<file path="config.mk">
export PLATFORM = sky130hd
export DESIGN_NAME = router_pkt_tx
export DESIGN_NICKNAME = d
export VERILOG_FILES = /design/src/rtl/router_pkg.sv /design/src/rtl/router_parity_acc.sv /design/src/rtl/router_pkt_tx.sv
export SDC_FILE = /design/constraint.sdc
export NUM_CORES = 1
export LEC_CHECK = 0
export ABC_AREA = 1
export CORE_MARGIN = 2
export CORE_UTILIZATION = 48
export DETAILED_ROUTE_END_ITERATION = 8
export PLACE_DENSITY = 0.75
export SLEW_MARGIN = 40
export SYNTH_ARGS = -nofsm -noshare
export SYNTH_HDL_FRONTEND = slang
export SYNTH_SLANG_ARGS = --single-unit
</file>
<file path="constraint.sdc">
create_clock -name clk -period 4.3 [get_ports clk]
set_clock_uncertainty 0.05 [all_clocks]
set_input_delay 0.86 -clock clk [delete_from_list [all_inputs] [get_ports clk]]
set_output_delay 0.86 -clock clk [all_outputs]
set_load 0.03 [all_outputs]
</file>
<file path="src/rtl/router_pkg.sv">
// Shared types and field layout for the 1x3 router packet path.
// Header byte is {len, addr}; the helper keeps the layout in one place.
package router_pkg;

    localparam int ADDR_W = 2;
    localparam int LEN_W  = 6;
    localparam int DATA_W = 8;

    localparam logic [ADDR_W-1:0] ADDR_ILLEGAL = 2'b11;

    localparam int HDR_ADDR_LSB = 0;
    localparam int HDR_LEN_LSB  = 2;

    typedef enum logic [2:0] {
        ST_IDLE,
        ST_HEADER,
        ST_PAYLOAD,
        ST_PARITY,
        ST_GAP
    } tx_state_t;

    function automatic logic [DATA_W-1:0] make_header(
        input logic [LEN_W-1:0]  len,
        input logic [ADDR_W-1:0] addr
    );
        logic [DATA_W-1:0] hdr;
        hdr = '0;
        hdr[HDR_ADDR_LSB +: ADDR_W] = addr;
        hdr[HDR_LEN_LSB  +: LEN_W]  = len;
        return hdr;
    endfunction

endpackage

</file>
<file path="src/rtl/router_parity_acc.sv">
// Byte-wide XOR accumulator with clear, load and xor-enable.
// Clear wins over load, load wins over xor; shared by the tx and rx sides.
module router_parity_acc
    import router_pkg::*;
(
    input  logic              clk,
    input  logic              rst,
    input  logic              i_clr,
    input  logic              i_load,
    input  logic              i_xor_en,
    input  logic [DATA_W-1:0] i_din,
    output logic [DATA_W-1:0] o_acc
);

    logic [DATA_W-1:0] r_acc;

    always_ff @(posedge clk or posedge rst) begin
        if (rst) begin
            r_acc <= '0;
        end else if (i_clr) begin
            r_acc <= '0;
        end else if (i_load) begin
            r_acc <= i_din;
        end else if (i_xor_en) begin
            r_acc <= r_acc ^ i_din;
        end
    end

    assign o_acc = r_acc;

endmodule

</file>
<file path="src/rtl/router_pkt_tx.sv">
// Router-side packet transmitter: header, payload, parity, then an idle gap.
// Every wire byte holds on data_out until an edge with busy low consumes it.
module router_pkt_tx
    import router_pkg::*;
#(
    parameter int GAP_CYCLES = 2
) (
    input  logic              clk,
    input  logic              rst,
    input  logic              start,
    input  logic [ADDR_W-1:0] dest_addr,
    input  logic [LEN_W-1:0]  pay_len,
    input  logic              err_inject,
    input  logic [DATA_W-1:0] pay_data,
    output logic              pay_rd,
    input  logic              busy,
    output logic              pkt_vld,
    output logic [DATA_W-1:0] data_out,
    output logic              tx_active,
    output logic              done,
    output logic              start_err
);

    tx_state_t         r_state;
    tx_state_t         w_state_next;
    logic [LEN_W-1:0]  r_remaining;
    logic              r_inject;
    logic [3:0]        r_gap_cnt;
    logic [DATA_W-1:0] r_data_out;
    logic              r_pkt_vld;
    logic              r_done;
    logic              r_start_err;

    logic              w_start_legal;
    logic              w_accept;
    logic              w_reject;
    logic              w_pay_rd;
    logic              w_to_parity;
    logic              w_to_gap;
    logic              w_gap_end;
    logic [DATA_W-1:0] w_header;
    logic [DATA_W-1:0] w_parity;

    assign w_start_legal = (dest_addr != ADDR_ILLEGAL) && (pay_len != '0);
    assign w_header      = make_header(pay_len, dest_addr);

    always_comb begin
        w_state_next = r_state;
        w_accept     = 1'b0;
        w_reject     = 1'b0;
        w_pay_rd     = 1'b0;
        w_to_parity  = 1'b0;
        w_to_gap     = 1'b0;
        w_gap_end    = 1'b0;
        case (r_state)
            ST_IDLE: begin
                if (start) begin
                    if (w_start_legal) begin
                        w_accept     = 1'b1;
                        w_state_next = ST_HEADER;
                    end else begin
                        w_reject = 1'b1;
                    end
                end
            end
            ST_HEADER, ST_PAYLOAD: begin
                if (!busy) begin
                    if (r_remaining != '0) begin
                        w_pay_rd     = 1'b1;
                        w_state_next = ST_PAYLOAD;
                    end else begin
                        w_to_parity  = 1'b1;
                        w_state_next = ST_PARITY;
                    end
                end
            end
            ST_PARITY: begin
                if (!busy) begin
                    w_to_gap     = 1'b1;
                    w_state_next = ST_GAP;
                end
            end
            ST_GAP: begin
                if (r_gap_cnt == 4'd0) begin
                    w_gap_end    = 1'b1;
                    w_state_next = ST_IDLE;
                end
            end
            default: w_state_next = ST_IDLE;
        endcase
    end

    // Header seeds the accumulator so parity covers header plus payload.
    router_parity_acc u_parity (
        .clk      (clk),
        .rst      (rst),
        .i_clr    (w_to_gap),
        .i_load   (w_accept),
        .i_xor_en (w_pay_rd),
        .i_din    (w_accept ? w_header : pay_data),
        .o_acc    (w_parity)
    );

    always_ff @(posedge clk or posedge rst) begin
        if (rst) begin
            r_state     <= ST_IDLE;
            r_remaining <= '0;
            r_inject    <= 1'b0;
            r_gap_cnt   <= 4'd0;
            r_data_out  <= '0;
            r_pkt_vld   <= 1'b0;
            r_done      <= 1'b0;
            r_start_err <= 1'b0;
        end else begin
            r_state     <= w_state_next;
            r_done      <= w_gap_end;
            r_start_err <= w_reject;
            if (w_accept) begin
                r_data_out  <= w_header;
                r_pkt_vld   <= 1'b1;
                r_remaining <= pay_len;
                r_inject    <= err_inject;
            end else if (w_pay_rd) begin
                r_data_out  <= pay_data;
                r_remaining <= r_remaining - LEN_W'(1);
            end else if (w_to_parity) begin
                r_data_out <= w_parity ^ {DATA_W{r_inject}};
                r_pkt_vld  <= 1'b0;
            end else if (w_to_gap) begin
                r_data_out <= '0;
                r_gap_cnt  <= 4'(GAP_CYCLES - 1);
            end else if (r_state == ST_GAP && r_gap_cnt != 4'd0) begin
                r_gap_cnt <= r_gap_cnt - 4'd1;
            end
        end
    end

    assign pay_rd    = w_pay_rd;
    assign pkt_vld   = r_pkt_vld;
    assign data_out  = r_data_out;
    assign tx_active = (r_state != ST_IDLE);
    assign done      = r_done;
    assign start_err = r_start_err;

endmodule
</file>
==> out/qor.csv, run 1 <==
metric;value;unit
status;finished clean;
DRT iter0 DRCs;129;
met2 Usage GRT;33.4;%
area of the core;0.00409;sq mm
drt drc;0;
FMAX;274;MHz
first-pass GRT wire length;8.28;mm
total number of vias;1831;
HP Start;pkt_vld;
Inst Count DP;342;
Post-CTS Setup Repair Bufs;0;
Area Overhead vs Synth;19.0;%
top-count cell post-synth;nand2_1;
vias in the first global route;1750;
total number of cells along the worst setup path;5;
antenna violations before repair;0;
Post-Syn Area;0.00208;sq mm
post-CTS sizing;0;
Post-synth EDFFs;0;
Worst Setup SP;busy;
Final period util;84.8;%
predominant post-synthesis flop cell;dfrtp_1;
Hold Path End;pkt_vld;
CP Class;input pin to output pin;
CP max FO;17;
# H-tree levels;2;
Finished Layout Cells;350;
Seq. cell area;826;sq um
antenna cells;0;
WHS Path Cells;2;
hold crit path type;register to register;
Via density;5.23;
crit path max-delay cell type;clkdlybuf4s50_1;
leakage power;1.32;nW
crit-path max cell delay;0.68;ns
largest area contributor in the netlist;dfrtp_1;
grt met1 use;29.4;%
Die H;69.8;microns
Hold Buf Count CTS;0;
total power;1.80;mW
top cells by count, synth;nand2_1 (87), dfrtp_1 (33), nand4_1 (33);
Max Buffers Root-to-Sink;2;
r2r startpoint;r_state[1];
# setup viols final;0;
TritonCTS clock tree;done;
starting density of the core;50.8;%
GRT Total Usage;21.2;%
syn_nets;295;
drt first pass iters;4;
largest net degree at the start of global routing;39;
Critical Path AT;2.74;ns
register bit total from synthesis;33;
Slew Viols, Final;0;
Final Hold Viols;0;
RSZ-0062 raised after global routing;false;
max-cap violations;0;
crit end category;output pin;
DP HPWL;3.29;mm
gr busiest metal;met2;
worst reg-to-reg path cell count;7;
share of layout cells above drive strength 1;5.67;%
I/O pin total;34;
maximum vdd drop;0.264;mV
nets@finish;323;
CTS Buf Count;5;
chip width;69.8;microns
Crit path max-delay family;buffers and inverters;
clock sinks;33;
gp weighted congestion;0.824;
clock root cell;clkbuf_8;
Post-Synthesis Cells;271;
worst reg2reg endpoint;u_parity.o_acc[0];
area of the multi-input gates;0.00109;sq mm
number of port buffers;33;
drt total wl;4.62;mm
CP bufs+invs;4;
GRT overflow;0;
Yosys warning total;0;
asr flop ratio synth;100;%
PwrDens;727;mW/mm^2
FP Rows;23;
worst slew pin tran;0.772;ns
# fillers;386;
post-synth top area share;39.8;%
latest clock arrival within the worst-skew pair;0.29;ns
Worst Setup Start Kind;input pin;
CTS clk-pin slew, worst paths;0.07;ns
Die Area;0.00487;sq mm
reg-to-reg setup timing slack;2.08;ns
Setup TNS;0;ns
min cycle time layout;3.65;ns
Final ANT Viol Nets;0;
Core Util, Final;60.5;%
met3 usage;4.65;%
Seq/Total Area, Yosys;39.8;%
CP Cell Sequence;clkdlybuf4s50_1 -> inv_1 -> nand3_4 -> inv_1 -> clkdlybuf4s50_1;
Routed WL per cell;13.2;microns
relative slew slack;48.4;%
Mapped Avg Cell Area;7.66;sq um
required time of the critical path;3.39;ns
synth top area cells;dfrtp_1 (40%), nand2_1 (16%), nand4_1 (9.9%);
Synth cell types;28;
-- layout by cell type, fill, tap and decap left out, drive strengths merged, types with 2 or more instances in the layout --
cell,n
a21oi,3
clkbuf,6
clkdlybuf4s50,33
clkinv,2
dfrtp,33
ha,3
inv,19
nand2,90
nand3,23
nand4,34
nor2,27
nor3,2
xnor2,7
xor2,12
-- layout make-up --
type                            instances  area share [%]
Clock buffer                            6            2.94
Clock inverter                          2           0.405
Inverter                               19            2.88
Multi-Input combinational cell        206            44.2
Sequential cell                        33            33.4
Tap cell                               50            2.53
Timing Repair Buffer                   34            13.7
-- metal layers --
| layer | wire, microns | vias up |
|---|---|---|
| met5 | 0 | - |
| met4 | 49 | 0 |
| met3 | 222 | 7 |
| met2 | 2100 | 40 |
| met1 | 2250 | 836 |
| li1 | - | 948 |
-- worst max path at each step --
stage	to
2_1_floorplan	pay_rd
3_3_place_gp	pay_rd
3_5_place_dp	pay_rd
4_1_cts	pay_rd
5_1_grt	pay_rd
6_report	pay_rd
-- sequential cells by signal (all words and copies together) (netlist names) --
register	flops
pkt_vld	1
u_parity.o_acc	8
done	1
r_remaining	6
data_out	8
r_gap_cnt	4
r_state	3
start_err	1
r_inject	1
-- metrics by stage --
stage	hold slack, ns	worst slack [ns]	cell area, sq um
after global placement	0.411	0.692	2390
after CTS	0.441	0.657	2470
after global routing	0.493	0.590	2470
after floorplan	0.431	2.04	2080
after detailed placement	0.424	0.662	2390
final	0.436	0.654	2470
-- worst register-to-register path, delay by kind of cell, from the launching register on --
kind             cells  cell delay [ns]
and+or+nand+nor      7             1.64
DFF                  1             0.46
-- cells by family (layout without fill, tap and decap cells) --
group           Yosys count  in the layout  share of synthesized area [%]
fa+ha+maj                 3              3                           1.81
xor+xnor                 19             19                           8.01
simple gates            178            178                           41.1
compound gates            6              6                           1.63
buf+inv                  32             61                           7.65
flops                    33             33                           39.8
-- power breakdown --
| group | switching [mW] | internal [mW] |
|---|---|---|
| Clock | 0.117 | 0.112 |
| Combinational | 0.597 | 0.385 |
| Sequential | 0.136 | 0.450 |
(Power assumes the default switching activity.)
==> run 2, diff against run 1 <==
- PLACE_DENSITY: 0.75 -> 0.78
- clock period: 4.3 -> 2.9 ns (I/O delays scaled with it)
==> out/qor.csv, run 2 (synthesis results as in run 1) <==
metric;value;unit;change
sw power;1.26;mW;was 0.849 mW
leakage power;1.35;nW;was 1.32 nW
# fillers;380;;was 386
Worst Setup Start Kind;input pin;;unchanged
required time of the critical path;2.27;ns;was 3.39 ns
starting density of the core;50.8;%;unchanged
clock sinks;33;;unchanged
CTS clk-pin slew, worst paths;0.06;ns;was 0.07 ns
DRT iter0 DRCs;109;;was 129
PwrDens;1070;mW/mm^2;was 727 mW/mm^2
internal power;1.45;mW;was 0.947 mW
# H-tree levels;2;;unchanged
vias in the first global route;1778;;was 1750
# setup viols final;0;;unchanged
Area Overhead vs Synth;21.6;%;was 19.0%
total number of vias;1888;;was 1831
FMAX;415;MHz;
TritonCTS clock tree;done;;unchanged
CP Cell Sequence;clkdlybuf4s50_1 -> inv_1 -> nand3_4 -> inv_1 -> buf_4;;was clkdlybuf4s50_1 -> inv_1 -> nand3_4 -> inv_1 -> clkdlybuf4s50_1
relative slew slack;62.7;%;was 48.4%
drt total wl;4.79;mm;was 4.62 mm
CP max FO;13;;was 17
Finished Layout Cells;356;;was 350
Inst Count DP;349;;was 342
Routed WL per cell;13.4;microns;was 13.2 microns
Slew Viols, Final;0;;unchanged
most common cell after layout, fill and taps aside;nand2_1;;unchanged
Die H;69.8;microns;unchanged
Final period util;83.1;%;
area of the core;0.00409;sq mm;unchanged
status;finished clean;;unchanged
post-CTS sizing;0;;unchanged
largest net degree at the start of global routing;34;;was 39
GRT overflow;0;;unchanged
Fin Hold WS;0.425;ns;was 0.436 ns
Setup TNS;0;ns;unchanged
worst slew pin tran;0.559;ns;was 0.772 ns
maximum vdd drop;0.463;mV;was 0.264 mV
Via density;5.30;;was 5.23
RSZ-0062 raised after global routing;false;;unchanged
latest clock arrival within the worst-skew pair;0.28;ns;was 0.29 ns
Crit path max-delay family;buffers and inverters;;unchanged
crit-path max cell delay;0.44;ns;was 0.68 ns
hold crit path type;register to register;;unchanged
DP HPWL;3.36;mm;was 3.29 mm
Final ANT Viol Nets;0;;unchanged
Post-CTS Setup Repair Bufs;0;;unchanged
antenna cells;0;;unchanged
sequential power share;32.1;%;was 32.6%
I/O pin total;34;;unchanged
GRT Total Usage;20.8;%;was 21.2%
clock root cell;clkbuf_8;;unchanged
Max Buffers Root-to-Sink;2;;unchanged
drt drc;0;;unchanged
drt first pass iters;4;;unchanged
CP bufs+invs;4;;unchanged
antenna violations before repair;0;;unchanged
Critical Path AT;1.78;ns;was 2.74 ns
Final Hold Viols;0;;unchanged
share of layout cells above drive strength 1;7.84;%;was 5.67%
first-pass GRT wire length;8.19;mm;was 8.28 mm
Die Area;0.00487;sq mm;unchanged
crit path max-delay cell type;clkdlybuf4s50_1;;unchanged
nets@finish;330;;was 323
crit end category;output pin;;unchanged
FP Rows;23;;unchanged
clock group share of total power;12.9;%;was 12.7%
Hold Buf Count CTS;0;;unchanged
gp weighted congestion;0.853;;was 0.824
commonest cells after routing, fill and taps aside;nand2_1 (87), nand4_1 (33), dfrtp_1 (33);;was nand2_1 (87), nand4_1 (33), dfrtp_1 (33), clkdlybuf4s50_1 (33), nor2_1 (25)
min cycle time layout;2.41;ns;
Logic pwr share;55.0;%;was 54.6%
switching share of power;46.5;%;was 47.3%
max-cap violations;0;;unchanged
CTS Buf Count;5;;unchanged
chip width;69.8;microns;unchanged
CP Class;input pin to output pin;;unchanged
Crit path top cell by count;inv_1;;
number of port buffers;33;;unchanged
-- run 2: changes by cell type in the layout (fill, tap and decap cells not counted) --
cell / change
buf_4: +8
clkbuf_8: +1
clkdlybuf4s50_1: -1
clkinv_2: -2
-- run 2: routing by layer --
| metal | wire [microns] | vias up | track usage, % | part of all wire (%) |
|---|---|---|---|---|
| li1 | - | 961 | - | - |
| met2 | 2290 | 47 | 35.2 | 48 |
| met4 | 73 | 0 | 6.41 | 1.5 |
| met1 | 2160 | 872 | 26.7 | 45 |
| met3 | 261 | 8 | 4.36 | 5.5 |
| met5 | 0 | - | 0 | 0 |
-- run 2: final timing paths --
kind                            start                 to  slack, ns  cells past startpoint
hold / removal                pkt_vld            pkt_vld       0.42                      2
max in group asynchronous         rst  u_parity.o_acc[3]       1.86                      3
setup / recovery                 busy             pay_rd       0.49                      5
setup reg to reg           r_state[1]  u_parity.o_acc[7]       0.80                      9
hold reg to reg               pkt_vld            pkt_vld       0.42                      2
min in group asynchronous         rst       r_gap_cnt[2]       0.63                      3
-- run 2: tightest hold or removal path, stage by stage, from the launching register on --
cell	delay, ns
dfrtp_1	0.34
nand2_1	0.05
nand2_1	0.05
-- run 2: cell type report --
| cell class | count | area, sq um | share of cell area [%] |
|---|---|---|---|
| timing repair buffer | 41 | 388 | 15.4 |
| clock buffer | 7 | 86.3 | 3.42 |
| inverter | 19 | 71.3 | 2.82 |
| multi-input combinational | 206 | 1090 | 43.2 |
| sequential | 33 | 826 | 32.7 |
| tap | 50 | 62.6 | 2.48 |
-- run 2: metrics by stage --
step	instance area (sq um)	power, mW	setup WS, ns	utilization, %
5_1_grt	2530	2.94	0.407	61.8
4_1_cts	2530	2.72	0.488	61.8
3_3_place_gp	2440	2.32	0.390	59.7
6_report	2530	2.71	0.489	61.8
3_5_place_dp	2440	2.36	0.357	59.7
2_1_floorplan	2080	2.00	1.15	-
-- run 2: power groups by stage --
stage	combinational, mW	clock, mW	sequential, mW
CTS	1.50	0.360	0.868
floorplan	1.05	0	0.944
global route	1.66	0.383	0.899
global placement	1.45	0	0.870
finish	1.49	0.350	0.869
detailed placement	1.48	0	0.875
==> run 3, diff against run 2 <==
- clock period: 2.9 -> 2.1 ns (I/O delays scaled with it)
==> out/qor.csv, run 3 (synthesis results as in run 1) <==
metric;value;unit;change
antenna violations before repair;0;;unchanged
Fin Hold WS;0.429;ns;was 0.425 ns
area of the multi-input gates;0.00110;sq mm;was 0.00109 sq mm
CP Class;register to output pin;;was input pin to output pin
Via density;5.21;;was 5.30
area of the core;0.00409;sq mm;unchanged
Final period util;95.5;%;
Hold Path End;pkt_vld;;unchanged
Max Buffers Root-to-Sink;2;;unchanged
TritonCTS clock tree;done;;unchanged
DP HPWL;3.35;mm;was 3.36 mm
WHS Path Cells;2;;unchanged
max-cap violations;0;;unchanged
total power;3.76;mW;was 2.71 mW
nets@finish;331;;was 330
most common cell after layout, fill and taps aside;nand2_1;;unchanged
drt total wl;4.72;mm;was 4.79 mm
# setup viols final;0;;unchanged
Critical Path AT;1.54;ns;was 1.78 ns
CTS Buf Count;5;;unchanged
r2r startpoint;r_remaining[0];;was r_state[1]
worst slew pin tran;0.447;ns;was 0.559 ns
first-pass GRT wire length;8.06;mm;was 8.19 mm
Final Hold Viols;0;;unchanged
relative slew slack;70.2;%;was 62.7%
Area Overhead vs Synth;22.5;%;was 21.6%
CTS clk-pin slew, worst paths;0.07;ns;was 0.06 ns
worst reg-to-reg path cell count;9;;unchanged
Seq. cell area;826;sq um;unchanged
# H-tree levels;2;;unchanged
Final WS setup;0.0944;ns;was 0.489 ns
RSZ-0062 raised after global routing;false;;unchanged
Final ANT Viol Nets;0;;unchanged
reg-to-reg setup timing slack;0.38;ns;was 0.80 ns
drt drc;0;;unchanged
crit end category;output pin;;unchanged
chip width;69.8;microns;unchanged
FP Rows;23;;unchanged
maximum vdd drop;0.614;mV;was 0.463 mV
Setup TNS;0;ns;unchanged
hold crit path type;register to register;;unchanged
antenna cells;0;;unchanged
number of port buffers;33;;unchanged
Hold Buf Count CTS;0;;unchanged
post-CTS sizing;1;;was 0
Die H;69.8;microns;unchanged
vias in the first global route;1740;;was 1778
FMAX;499;MHz;
starting density of the core;50.8;%;unchanged
GRT overflow;0;;unchanged
DRT iter0 DRCs;113;;was 109
clock root cell;clkbuf_8;;unchanged
CP max FO;5;;was 13
# fillers;378;;was 380
required time of the critical path;1.63;ns;was 2.27 ns
setup slack at placement;0.136;ns;was 0.357 ns
drt first pass iters;4;;unchanged
Die Area;0.00487;sq mm;unchanged
min cycle time layout;2.01;ns;
Post-CTS Setup Repair Bufs;0;;unchanged
HP Start;pkt_vld;;unchanged
Slew Viols, Final;0;;unchanged
Worst Setup Start Kind;register;;was input pin
total number of vias;1864;;was 1888
I/O pin total;34;;unchanged
largest net degree at the start of global routing;39;;was 34
leakage power;1.36;nW;was 1.35 nW
gp weighted congestion;0.847;;was 0.853
worst reg2reg endpoint;data_out[1];;was u_parity.o_acc[7]
share of layout cells above drive strength 1;8.12;%;was 7.84%
Routed WL per cell;13.2;microns;was 13.4 microns
status;finished clean;;unchanged
GRT Total Usage;20.7;%;was 20.8%
commonest cells after routing, fill and taps aside;nand2_1 (87), nand4_1 (33), dfrtp_1 (33);;unchanged
latest clock arrival within the worst-skew pair;0.29;ns;was 0.28 ns
clock sinks;33;;unchanged
PwrDens;1480;mW/mm^2;was 1070 mW/mm^2
-- run 3: changes by cell type in the layout (fill, tap and decap cells not counted), sizes merged --
cell / before / now
buf: 9 / 10
clkbuf: 7 / 8
clkdlybuf4s50: 32 / 31
dlygate4sd2: 0 / 1
-- run 3: where the power goes --
part           switching [mW]  leakage (nW)  internal (mW)
Sequential              0.288         0.413          0.923
Clock                   0.233        0.0395          0.235
Combinational            1.23         0.908          0.844
-- run 3: worst max-delay path by stage --
stage                         from           endpoint  cells after the start
floorplan               r_state[2]             pay_rd                      5
CTS                 r_remaining[0]             pay_rd                      6
global placement        pay_len[1]  u_parity.o_acc[6]                      8
global route        r_remaining[0]             pay_rd                      6
finish              r_remaining[0]             pay_rd                      6
detailed placement      pay_len[5]     r_remaining[3]                      8
-- run 3: cell type report --
| type | count | share of cell area [%] |
|---|---|---|
| Tap cell | 50 | 2.46 |
| Inverter | 19 | 2.80 |
| Clock buffer | 8 | 3.15 |
| Multi-Input combinational cell | 206 | 43.1 |
| Sequential cell | 33 | 32.5 |
| Timing Repair Buffer | 42 | 16.0 |
-- run 3: critical path: stages, from the launching register on --
cell	delay, ns
dfrtp_1	0.38
inv_1	0.15
ha_1	0.24
nand3_2	0.14
nand3_4	0.10
inv_1	0.06
buf_4	0.16
-- run 3: stage by stage --
stage,cells,area [sq um],utilization (%)
after floorplan,271,2080,-
after global placement,350,2460,60.2
after detailed placement,350,2460,60.2
after CTS,358,2540,62.1
after global routing,358,2540,62.2
final,358,2540,62.2
-- run 3: layer usage --
metal,global-route usage [%],up-vias,share of wire (%)
met5,0,-,0
met4,6.84,0,1.4
met1,28.4,857,49
met3,4.36,6,4.7
li1,-,959,-
met2,32.7,42,45
